$ cat src/rtl/fc1004_audio_pkg.sv
// Shared widths, sample types and the output saturation helper for the fc1004 audio mixer.
package fc1004_audio_pkg;

    localparam int unsigned SAMPLE_W = 16;
    localparam int unsigned FM_W     = 9;
    localparam int unsigned ACC_W    = 14;
    localparam int unsigned MIX_W    = 20;

    typedef struct packed {
        logic [SAMPLE_W-1:0] l;
        logic [SAMPLE_W-1:0] r;
    } stereo_t;

    // Clamp a MIX_W-bit two's complement value into the signed SAMPLE_W range.
    function automatic logic [SAMPLE_W-1:0] saturate(input logic [MIX_W-1:0] x);
        if (x[MIX_W-1:SAMPLE_W-1] == {(MIX_W-SAMPLE_W+1){x[MIX_W-1]}})
            return x[SAMPLE_W-1:0];
        return x[MIX_W-1] ? {1'b1, {(SAMPLE_W-1){1'b0}}} : {1'b0, {(SAMPLE_W-1){1'b1}}};
    endfunction

endpackage

$ cat src/rtl/fc1004_audio_mix_if.sv
// Stereo sample stream with valid/ready handshake between the mixer and its consumer.
interface fc1004_audio_mix_if;
    import fc1004_audio_pkg::*;

    logic [SAMPLE_W-1:0] out_l;
    logic [SAMPLE_W-1:0] out_r;
    logic                out_valid;
    logic                out_ready;

    modport master (output out_l, output out_r, output out_valid, input out_ready);
    modport slave  (input out_l, input out_r, input out_valid, output out_ready);

endinterface

$ cat src/rtl/fc1004_audio_fifo.sv
// Synchronous stereo-sample FIFO; drops writes when full (unless popping) and flags it stickily.
module fc1004_audio_fifo
    import fc1004_audio_pkg::*;
#(
    parameter int unsigned DEPTH = 4
) (
    input  logic    clk,
    input  logic    rst,
    input  logic    wr_en,
    input  stereo_t wr_data,
    input  logic    rd_en,
    output stereo_t rd_data,
    output logic    empty,
    output logic    overflow
);

    localparam int unsigned AW = $clog2(DEPTH);

    stereo_t       mem [DEPTH];
    stereo_t       last_q;
    logic [AW:0]   wr_ptr;
    logic [AW:0]   rd_ptr;
    logic          full;
    logic          pop;
    logic          push;

    always_comb begin
        empty   = (wr_ptr == rd_ptr);
        full    = (wr_ptr[AW] != rd_ptr[AW]) && (wr_ptr[AW-1:0] == rd_ptr[AW-1:0]);
        pop     = rd_en & ~empty;
        push    = wr_en & (~full | pop);
        // When empty the head output keeps showing the last sample popped.
        rd_data = empty ? last_q : mem[rd_ptr[AW-1:0]];
    end

    always_ff @(posedge clk) begin
        if (rst) begin
            wr_ptr   <= '0;
            rd_ptr   <= '0;
            last_q   <= '0;
            overflow <= 1'b0;
        end else begin
            if (push) begin
                mem[wr_ptr[AW-1:0]] <= wr_data;
                wr_ptr              <= wr_ptr + (AW+1)'(1);
            end
            if (pop) begin
                last_q <= mem[rd_ptr[AW-1:0]];
                rd_ptr <= rd_ptr + (AW+1)'(1);
            end
            if (wr_en && full && !pop)
                overflow <= 1'b1;
        end
    end

endmodule

$ cat src/rtl/fc1004_audio_mix.sv
// FM frame integrator (stage 1), PSG mix and saturation (stage 2) feeding the output sample FIFO.
module fc1004_audio_mix
    import fc1004_audio_pkg::*;
#(
    parameter int unsigned FM_SLOTS   = 24,
    parameter int unsigned FM_SHIFT   = 2,
    parameter int unsigned PSG_SHIFT  = 3,
    parameter int unsigned FIFO_DEPTH = 4
) (
    input  logic                MCLK,
    input  logic                RESET,
    input  logic                fm_tick,
    input  logic                fm_sync,
    input  logic [FM_W-1:0]     MOL,
    input  logic [FM_W-1:0]     MOR,
    input  logic [SAMPLE_W-1:0] PSG,
    input  logic                mix_en,
    fc1004_audio_mix_if.master  aout,
    output logic                overflow,
    output logic                resync
);

    localparam int unsigned SLOT_W = $clog2(FM_SLOTS);

    logic [SLOT_W-1:0]   slot;
    logic [ACC_W-1:0]    acc_l, acc_r;
    logic [ACC_W-1:0]    smp_l, smp_r;
    logic [ACC_W-1:0]    sum_l, sum_r;
    logic                tick_en, do_resync, do_close;

    logic [ACC_W-1:0]    frame_l, frame_r;
    logic [SAMPLE_W-1:0] frame_psg;
    logic                frame_valid;

    logic [SAMPLE_W-1:0]    psg_s;
    logic signed [MIX_W-1:0] psg_w, fm_l_w, fm_r_w, mix_l, mix_r;
    stereo_t             wr_data;
    stereo_t             head;
    logic                fifo_empty;

    always_comb begin
        smp_l     = {{(ACC_W-FM_W){MOL[FM_W-1]}}, MOL};
        smp_r     = {{(ACC_W-FM_W){MOR[FM_W-1]}}, MOR};
        sum_l     = acc_l + smp_l;
        sum_r     = acc_r + smp_r;
        tick_en   = fm_tick & mix_en;
        // A resync takes priority over closing, so a sync on the last slot still discards the frame.
        do_resync = tick_en & fm_sync & (slot != '0);
        do_close  = tick_en & ~do_resync & (slot == SLOT_W'(FM_SLOTS - 1));
    end

    always_ff @(posedge MCLK) begin
        if (RESET) begin
            slot        <= '0;
            acc_l       <= '0;
            acc_r       <= '0;
            frame_l     <= '0;
            frame_r     <= '0;
            frame_psg   <= '0;
            frame_valid <= 1'b0;
            resync      <= 1'b0;
        end else begin
            frame_valid <= do_close;
            resync      <= do_resync;
            if (!mix_en) begin
                slot  <= '0;
                acc_l <= '0;
                acc_r <= '0;
            end else if (do_resync) begin
                slot  <= SLOT_W'(1);
                acc_l <= smp_l;
                acc_r <= smp_r;
            end else if (do_close) begin
                slot      <= '0;
                acc_l     <= '0;
                acc_r     <= '0;
                frame_l   <= sum_l;
                frame_r   <= sum_r;
                frame_psg <= PSG;
            end else if (fm_tick) begin
                slot  <= slot + SLOT_W'(1);
                acc_l <= sum_l;
                acc_r <= sum_r;
            end
        end
    end

    // Offset-binary PSG becomes two's complement by flipping the MSB.
    always_comb begin
        psg_s     = {~frame_psg[SAMPLE_W-1], frame_psg[SAMPLE_W-2:0]};
        psg_w     = $signed({{(MIX_W-SAMPLE_W){psg_s[SAMPLE_W-1]}}, psg_s}) >>> PSG_SHIFT;
        fm_l_w    = $signed({{(MIX_W-ACC_W){frame_l[ACC_W-1]}}, frame_l}) <<< FM_SHIFT;
        fm_r_w    = $signed({{(MIX_W-ACC_W){frame_r[ACC_W-1]}}, frame_r}) <<< FM_SHIFT;
        mix_l     = fm_l_w + psg_w;
        mix_r     = fm_r_w + psg_w;
        wr_data.l = saturate(mix_l);
        wr_data.r = saturate(mix_r);
    end

    fc1004_audio_fifo #(
        .DEPTH (FIFO_DEPTH)
    ) u_fifo (
        .clk      (MCLK),
        .rst      (RESET),
        .wr_en    (frame_valid),
        .wr_data  (wr_data),
        .rd_en    (aout.out_ready),
        .rd_data  (head),
        .empty    (fifo_empty),
        .overflow (overflow)
    );

    always_comb begin
        aout.out_l     = head.l;
        aout.out_r     = head.r;
        aout.out_valid = ~fifo_empty;
    end

endmodule

$ cat src/flat_wrapper.sv
// flat-port wrapper written by rule: the top's interface ports become plain ports
module fc1004_audio_mix_flat import fc1004_audio_pkg::*;
#(
    parameter int unsigned FM_SLOTS   = 24,
    parameter int unsigned FM_SHIFT   = 2,
    parameter int unsigned PSG_SHIFT  = 3,
    parameter int unsigned FIFO_DEPTH = 4
)
  (MCLK, RESET, fm_tick, fm_sync, MOL, MOR, PSG, mix_en, overflow, resync, aout_out_l, aout_out_r, aout_out_valid, aout_out_ready);
  fc1004_audio_mix_if aout_i ();
  input  logic MCLK;
  input  logic RESET;
  input  logic fm_tick;
  input  logic fm_sync;
  input  logic [FM_W-1:0] MOL;
  input  logic [FM_W-1:0] MOR;
  input  logic [SAMPLE_W-1:0] PSG;
  input  logic mix_en;
  output logic overflow;
  output logic resync;
  output wire logic [$bits(aout_i.out_l)-1:0] aout_out_l;
  output wire logic [$bits(aout_i.out_r)-1:0] aout_out_r;
  output wire logic [$bits(aout_i.out_valid)-1:0] aout_out_valid;
  input wire logic [$bits(aout_i.out_ready)-1:0] aout_out_ready;
  assign aout_out_l = aout_i.out_l;
  assign aout_out_r = aout_i.out_r;
  assign aout_out_valid = aout_i.out_valid;
  assign aout_i.out_ready = aout_out_ready;
  fc1004_audio_mix #(.FM_SLOTS(FM_SLOTS), .FM_SHIFT(FM_SHIFT), .PSG_SHIFT(PSG_SHIFT), .FIFO_DEPTH(FIFO_DEPTH)) u_core (.MCLK(MCLK), .RESET(RESET), .fm_tick(fm_tick), .fm_sync(fm_sync), .MOL(MOL), .MOR(MOR), .PSG(PSG), .mix_en(mix_en), .aout(aout_i), .overflow(overflow), .resync(resync));
endmodule
$ cat config.mk
export PLATFORM = sky130hd
export DESIGN_NAME = fc1004_audio_mix_flat
export DESIGN_NICKNAME = d
export VERILOG_FILES = /design/src/rtl/fc1004_audio_pkg.sv /design/src/rtl/fc1004_audio_mix_if.sv /design/src/rtl/fc1004_audio_fifo.sv /design/src/rtl/fc1004_audio_mix.sv /design/src/flat_wrapper.sv
export SDC_FILE = /design/constraint.sdc
export NUM_CORES = 1
export LEC_CHECK = 0
export CAP_MARGIN = 20
export CORE_UTILIZATION = 55
export CTS_CLUSTER_SIZE = 25
export DETAILED_ROUTE_END_ITERATION = 10
export PLACE_DENSITY = 0.75
export SYNTH_ARGS = -nofsm -noshare
export SYNTH_HDL_FRONTEND = slang
export SYNTH_HIERARCHICAL = 1
export SYNTH_SLANG_ARGS = --single-unit
$ cat constraint.sdc
create_clock -name MCLK -period 10.35 [get_ports MCLK]
set_input_delay 2.07 -clock MCLK [delete_from_list [all_inputs] [get_ports MCLK]]
set_output_delay 2.07 -clock MCLK [all_outputs]
set_load 0.03 [all_outputs]
# ---- After elaboration in Yosys (flattened, before gate mapping)
# Memories as Yosys holds them, arrays and structs flattened. A register that Yosys moved wholly into a read port is not among the register bits.
# Cells that the tools add are included.
dict set report classes {
  mux 23
  n_addsub 7
  n_eq_ne 6
  bitwise_logic 13
  n_reduce_logical 9
}
# op n
set op_table {}
lappend op_table {{$mux 16} 6}
lappend op_table {{$mux 14} 6}
lappend op_table {{$add 16x13->17} 2}
lappend op_table {{$mux 32} 1}
lappend op_table {{$add 14x14->14} 2}
lappend op_table {{$eq 4x4->1} 2}
lappend op_table {{$mux 1} 8}
lappend op_table {{$and 1x1->1} 7}
lappend op_table {{$add 3x1->3 const B} 2}
lappend op_table {{$add 5x1->5 const B} 1}
lappend op_table {{$eq 5x5->1 const B} 1}
lappend op_table {{$not 1->1} 5}
lappend op_table {{$reduce_bool 5->1} 1}
lappend op_table {{$mux 2} 2}
lappend op_table {{$reduce_or 4->1} 1}
lappend op_table {{$eq 3x3->1} 1}
lappend op_table {{$logic_and 1x1->1} 3}
lappend op_table {{$reduce_and 3->1} 1}
lappend op_table {{$reduce_bool 3->1} 1}
lappend op_table {{$eq 2x2->1} 1}
lappend op_table {{$reduce_or 2->1} 1}
lappend op_table {{$logic_not 1->1} 1}
lappend op_table {{$ne 1x1->1} 1}
lappend op_table {{$or 1x1->1} 1}
dict set report totals {
  ramBits 128
  out_inout_bits 35
  elab_cells 73
  inputBits 40
  regBits 118
  memories 1
}
# name words word_bits read_ports rd_ports_with_merged_regs wr line
set mem_list {}
lappend mem_list {u_core.u_fifo.mem 4 32 1 1 1 fc1004_audio_fifo.sv:19} ;# stereo_t mem [DEPTH];

# ---- Longest topological paths before layout
dict set report depth {
  word_depth 8
  depth_mapped 11
  mapped_depth_nobuf 10
}

# ---- Hierarchy
# Netlist, hierarchy kept.
# mod area_each_um2 seq_area_each_um2 instances cells_per_inst
set modules_own_cells {}
lappend modules_own_cells {fc1004_audio_fifo 6661.4 4664.5 1 394}
lappend modules_own_cells {fc1004_audio_mix 5853.1 1521.5 1 736}

# ---- Worst setup path after synthesis
# No wires, ideal clock.
dict set report synth_timing {
  path_kind {input-to-reg}
  from {input RESET}
  to {memory u_core/u_fifo/mem[3][0] (netlist bit), enable pin}
  stages 2
  path_buffers 1
  required_ns 9.889
  path_slack_ns 5.429
  setup_time_ns 0.461
  t_arrival_ns 4.460
  path_cell_list {buf_1 > nor3_1}
}
dict set report synth_via {
  elab_chain_cells 2
}
# item line
set synth_lines {}
lappend synth_lines {{start: declaration} flat_wrapper.sv:12} ;# input logic RESET;
lappend synth_lines {{$mux 1} fc1004_audio_fifo.sv:37} ;# if (rst) begin
lappend synth_lines {{$mux 1 (implied by the code)} fc1004_audio_fifo.sv:44} ;# mem[wr_ptr[AW-1:0]] <= wr_data;
lappend synth_lines {{end: declaration} fc1004_audio_fifo.sv:19}
# Every way passes these cells.

# ---- Worst setup path in the final report
dict set report layout_timing {
  from {register u_core.u_fifo.wr_ptr[1]}
  to {output aout_out_r[1]}
}
dict set report layout_via {
  elab_chain_cells 2
}
# item line
set layout_lines {}
lappend layout_lines {{start: declaration} fc1004_audio_fifo.sv:21} ;# logic [AW:0] wr_ptr;
lappend layout_lines {{start signal: assignment} fc1004_audio_fifo.sv:45} ;# wr_ptr <= wr_ptr + (AW+1)'(1);
lappend layout_lines {{$eq 3x3->1} fc1004_audio_fifo.sv:28} ;# empty = (wr_ptr == rd_ptr);
lappend layout_lines {{$mux 32} fc1004_audio_fifo.sv:33} ;# rd_data = empty ? last_q : mem[rd_ptr[AW-1:0]];
lappend layout_lines {{end: declaration} flat_wrapper.sv:22} ;# output wire logic [$bits(aout_i.out_r)-1:0] aout_out_r;
# Every way passes these cells.

==> results_tabular.tex <==
\begin{tabular}{lr}
\hline
Metric & Value \\
\hline
\multicolumn{2}{l}{\textbf{Worst setup path}} \\
Type of origin of the critical path & flip-flop \\
Minimum setup slack among reg-to-reg paths & 7.18 ns \\
Reg2reg start & u\_core/frame\_psg[5] \\
CP Max Fanout & 33 \\
CP arrival & 3.37 ns \\
Worst setup path startpoint & u\_core/u\_fifo/wr\_ptr[1] \\
CP required & 8.28 ns \\
Critical path class & flip-flop to primary output \\
Capture point of the worst path & aout\_out\_r[1] \\
Capture instance of the worst register-to-register path & u\_core/u\_fifo/mem[0][3] \\
Critical path capture point type & primary output \\
Depth of the worst register-to-register path & 9 \\
\multicolumn{2}{l}{\textbf{Synthesis}} \\
Cell accounting for the most synthesized area & sky130\_fd\_sc\_hd\_\_edfxtp\_1 \\
Register bit total from synthesis & 245 \\
Post-synth EDFFs & 128 \\
Ys async rst share & 0 \\
Unique masters post-synth & 68 \\
Warning count from the yosys run & 6 \\
Sequential element share of the synthesized area & 0.4943 \\
Synthesized Nets & 1235 \\
Gate count of the mapped netlist & 1130 \\
Top post-synthesis cells by area & sky130\_fd\_sc\_hd\_\_edfxtp\_1, sky130\_fd\_sc\_hd\_\_dfxtp\_1, sky130\_fd\_sc\_hd\_\_ha\_1 \\
Most frequent cell after synthesis & sky130\_fd\_sc\_hd\_\_nand2\_1 \\
Syn Area/Cell & 11.07 um2 \\
Primary FF master, synth & sky130\_fd\_sc\_hd\_\_edfxtp\_1 \\
Top cells by count, synth & sky130\_fd\_sc\_hd\_\_nand2\_1, sky130\_fd\_sc\_hd\_\_edfxtp\_1, sky130\_fd\_sc\_hd\_\_a21oi\_1 \\
Mapped Area & 0.01251 mm2 \\
Fraction of synthesized cell area taken by the top area cell type & 0.3071 \\
\multicolumn{2}{l}{\textbf{Timing}} \\
Number of failing hold endpoints at the final stage & 0 \\
Worst slew margin relative to its limit & 0.2861 \\
Crit share post-route & 0.5254 \\
Post-route clock skew & 0.01434 ns \\
Final count of negative-setup-slack endpoints & 0 \\
Final Slew Violations & 0 \\
Top achievable clock speed & 0.1839 GHz \\
Minimum clock period after layout & 5.437 ns \\
Setup TNS & 0 ns \\
Setup repair after global routing missed its margin & no \\
Worst-Margin Slew & 1.071 ns \\
Final worst hold slack & 0.4539 ns \\
\multicolumn{2}{l}{\textbf{Floorplanning}} \\
Die X-Extent & 152.8 um \\
Total core area & 0.02209 mm2 \\
Top Ports & 75 \\
Floorplan die area & 0.02336 mm2 \\
Rows & 54 \\
Effective utilization at floorplan & 0.5664 \\
Die extent in y & 152.8 um \\
\multicolumn{2}{l}{\textbf{Clock tree}} \\
H-tree levels & 1 \\
Clock Tree Buf Depth & 3 \\
Cts-stage hold buffer count & 0 \\
Latest clock arrival within the worst-skew pair & 0.53 ns \\
Total number of clock tree sinks & 245 \\
Clk root buf & sky130\_fd\_sc\_hd\_\_clkbuf\_16 \\
Number of setup buffers added after CTS & 0 \\
Number of instances resized during post-cts repair & 0 \\
Number of buffers inserted during clock tree synthesis & 26 \\
Clock-pin slew of the registers on the worst-case setup and hold paths & 0.06 ns \\
TritonCTS clock tree & done \\
\multicolumn{2}{l}{\textbf{Drt}} \\
DRT iter0 DRCs & 532 \\
Mean routed wirelength per cell & 17.51 um \\
Vias after detailed routing & 8726 \\
Drt pass-1 iters & 5 \\
Detailed Route WL & 26030 um \\
Number of antenna-violating nets in the routed design & 0 \\
Drt drc & 0 \\
Via density & 5.868 \\
\multicolumn{2}{l}{\textbf{Global routing}} \\
Pin count of the biggest net entering global routing & 57 \\
Leftover overflow at the end of global routing & 0 \\
Initial antenna violation count & 0 \\
Global routing usage summed across all routing layers & 0.2261 \\
Global-route wire length before repair & 42910 um \\
Number of global-route vias before repair & 8505 \\
\multicolumn{2}{l}{\textbf{Outcome}} \\
Outcome & finished clean \\
\multicolumn{2}{l}{\textbf{Placement}} \\
Count of buffers from port buffering & 71 \\
Gp weighted congestion & 0.8649 \\
Total half-perimeter wirelength after legalization and detailed placement & 17220 um \\
\multicolumn{2}{l}{\textbf{Finish}} \\
Diodes inserted & 0 \\
Area added between synthesis and finish & 15.15\% \\
Number of nets at the end of the flow & 1292 \\
Post-Route Utilization & 0.6522 \\
Layout cell share with drive strength beyond 1 & 0.1292 \\
\multicolumn{2}{l}{\textbf{Hold path}} \\
Worst hold path type & flip-flop to flip-flop \\
\multicolumn{2}{l}{\textbf{Power and ir drop}} \\
Peak supply drop & 133.4 uV \\
P per Cell Area & 151.3 mW/mm2 \\
Reported leakage power & 5.423 nW \\
\multicolumn{2}{l}{\textbf{Run}} \\
Max-Cap Viols & 0 \\
\hline
\end{tabular}
-- sequential cells by signal (all words and copies together) (netlist names), named ones only --
register	count
u_core/u_fifo/wr_ptr	3
u_core/u_fifo/rd_ptr	3
u_core/acc_r	14
u_core/u_fifo/mem	128
u_core/acc_l	14
u_core/u_fifo/last_q	32
u_core/resync	1
u_core/frame_valid	1
u_core/u_fifo/overflow	1
u_core/frame_r	14
u_core/slot	5
u_core/frame_l	14
u_core/frame_psg	13
-- metal layers --
metal  vias to the layer above  share of wire  global-route usage
met5                         -              0                   0
met4                         0          0.021             0.06590
met3                        32          0.048             0.02665
met2                       223           0.47              0.3694
met1                      4195           0.46              0.3180
li1                       4276              -                   -
-- kinds of logic after synthesis --
family,Yosys count,share of synthesized area
and+or+nand+nor,306,0.1084
AOI/OAI and AO/OA,280,0.1381
DFF,245,0.4943
adders and majority gates,89,0.08798
buffers and inverters,86,0.03129
muxes,71,0.1008
xor gates and xnor gates,53,0.03919
-- final cells by class --
type	instances	area (um2)
clock inverter	11	220.2
sequential	245	6187
multi-input combinational	799	5954
clock buffer	37	763.2
inverter	28	105.1
fill	1670	7684
timing repair buffer	87	829.5
tap	280	350.3
-- worst min path at each step --
stage | slack (ns) | cells after the start | endpoint | from
2_1_floorplan | 0.43 | 2 | u_core/u_fifo/last_q[0] | u_core/u_fifo/last_q[0]
6_report | 0.45 | 2 | u_core/u_fifo/last_q[14] | u_core/u_fifo/last_q[14]
5_1_grt | 0.48 | 2 | u_core/frame_l[3] | u_core/frame_l[3]
3_5_place_dp | 0.45 | 2 | u_core/u_fifo/last_q[11] | u_core/u_fifo/last_q[11]
3_3_place_gp | 0.44 | 2 | u_core/u_fifo/last_q[31] | u_core/u_fifo/last_q[31]
4_1_cts | 0.46 | 2 | u_core/u_fifo/last_q[11] | u_core/u_fifo/last_q[11]
-- power by group --
part           switching, mW  leakage [nW]  internal [mW]
clock                  0.381         0.482          0.664
combinational         0.0652          2.72         0.0487
sequential           0.00351          2.23           1.02
-- layout by cell type, fill, tap and decap left out, drive strengths merged, types with 8 or more instances in the layout --
cell type | Yosys | routed
xnor2 | 33 | 33
clkdlybuf4s50 | 0 | 70
o21ai | 53 | 53
ha | 61 | 61
a21oi | 121 | 121
mux4 | 32 | 32
o31ai | 8 | 8
mux2 | 33 | 33
a211oi | 14 | 14
o21a | 13 | 13
nor2 | 56 | 56
dfxtp | 117 | 117
edfxtp | 128 | 128
nand2 | 155 | 155
clkbuf | 30 | 37
xor2 | 20 | 20
maj3 | 24 | 24
buf | 28 | 17
nor3 | 38 | 38
nor2b | 8 | 8
a21o | 23 | 23
inv | 28 | 28
nand3 | 8 | 8
-- per-stage QoR --
stage | setup slack [ns] | instance area (um2) | std cells | power (mW)
6_report | 4.913 | 14410 | 1487 | 2.180
2_1_floorplan | 5.429 | 12510 | 1130 | 1.118
3_5_place_dp | 5.489 | 13420 | 1438 | 1.154
4_1_cts | 4.897 | 14400 | 1486 | 2.197
5_1_grt | 4.757 | 14410 | 1487 | 2.250
3_3_place_gp | 5.517 | 13420 | 1438 | 1.152
-- critical path, cell delays in order (launching register included) --
cell and delay [ns]:
sky130_fd_sc_hd__dfxtp_1 0.44, sky130_fd_sc_hd__xor2_1 0.44, sky130_fd_sc_hd__or3_2 0.93, sky130_fd_sc_hd__mux2_2 0.42, sky130_fd_sc_hd__clkdlybuf4s50_1 0.59
(Power assumes the default switching activity.)
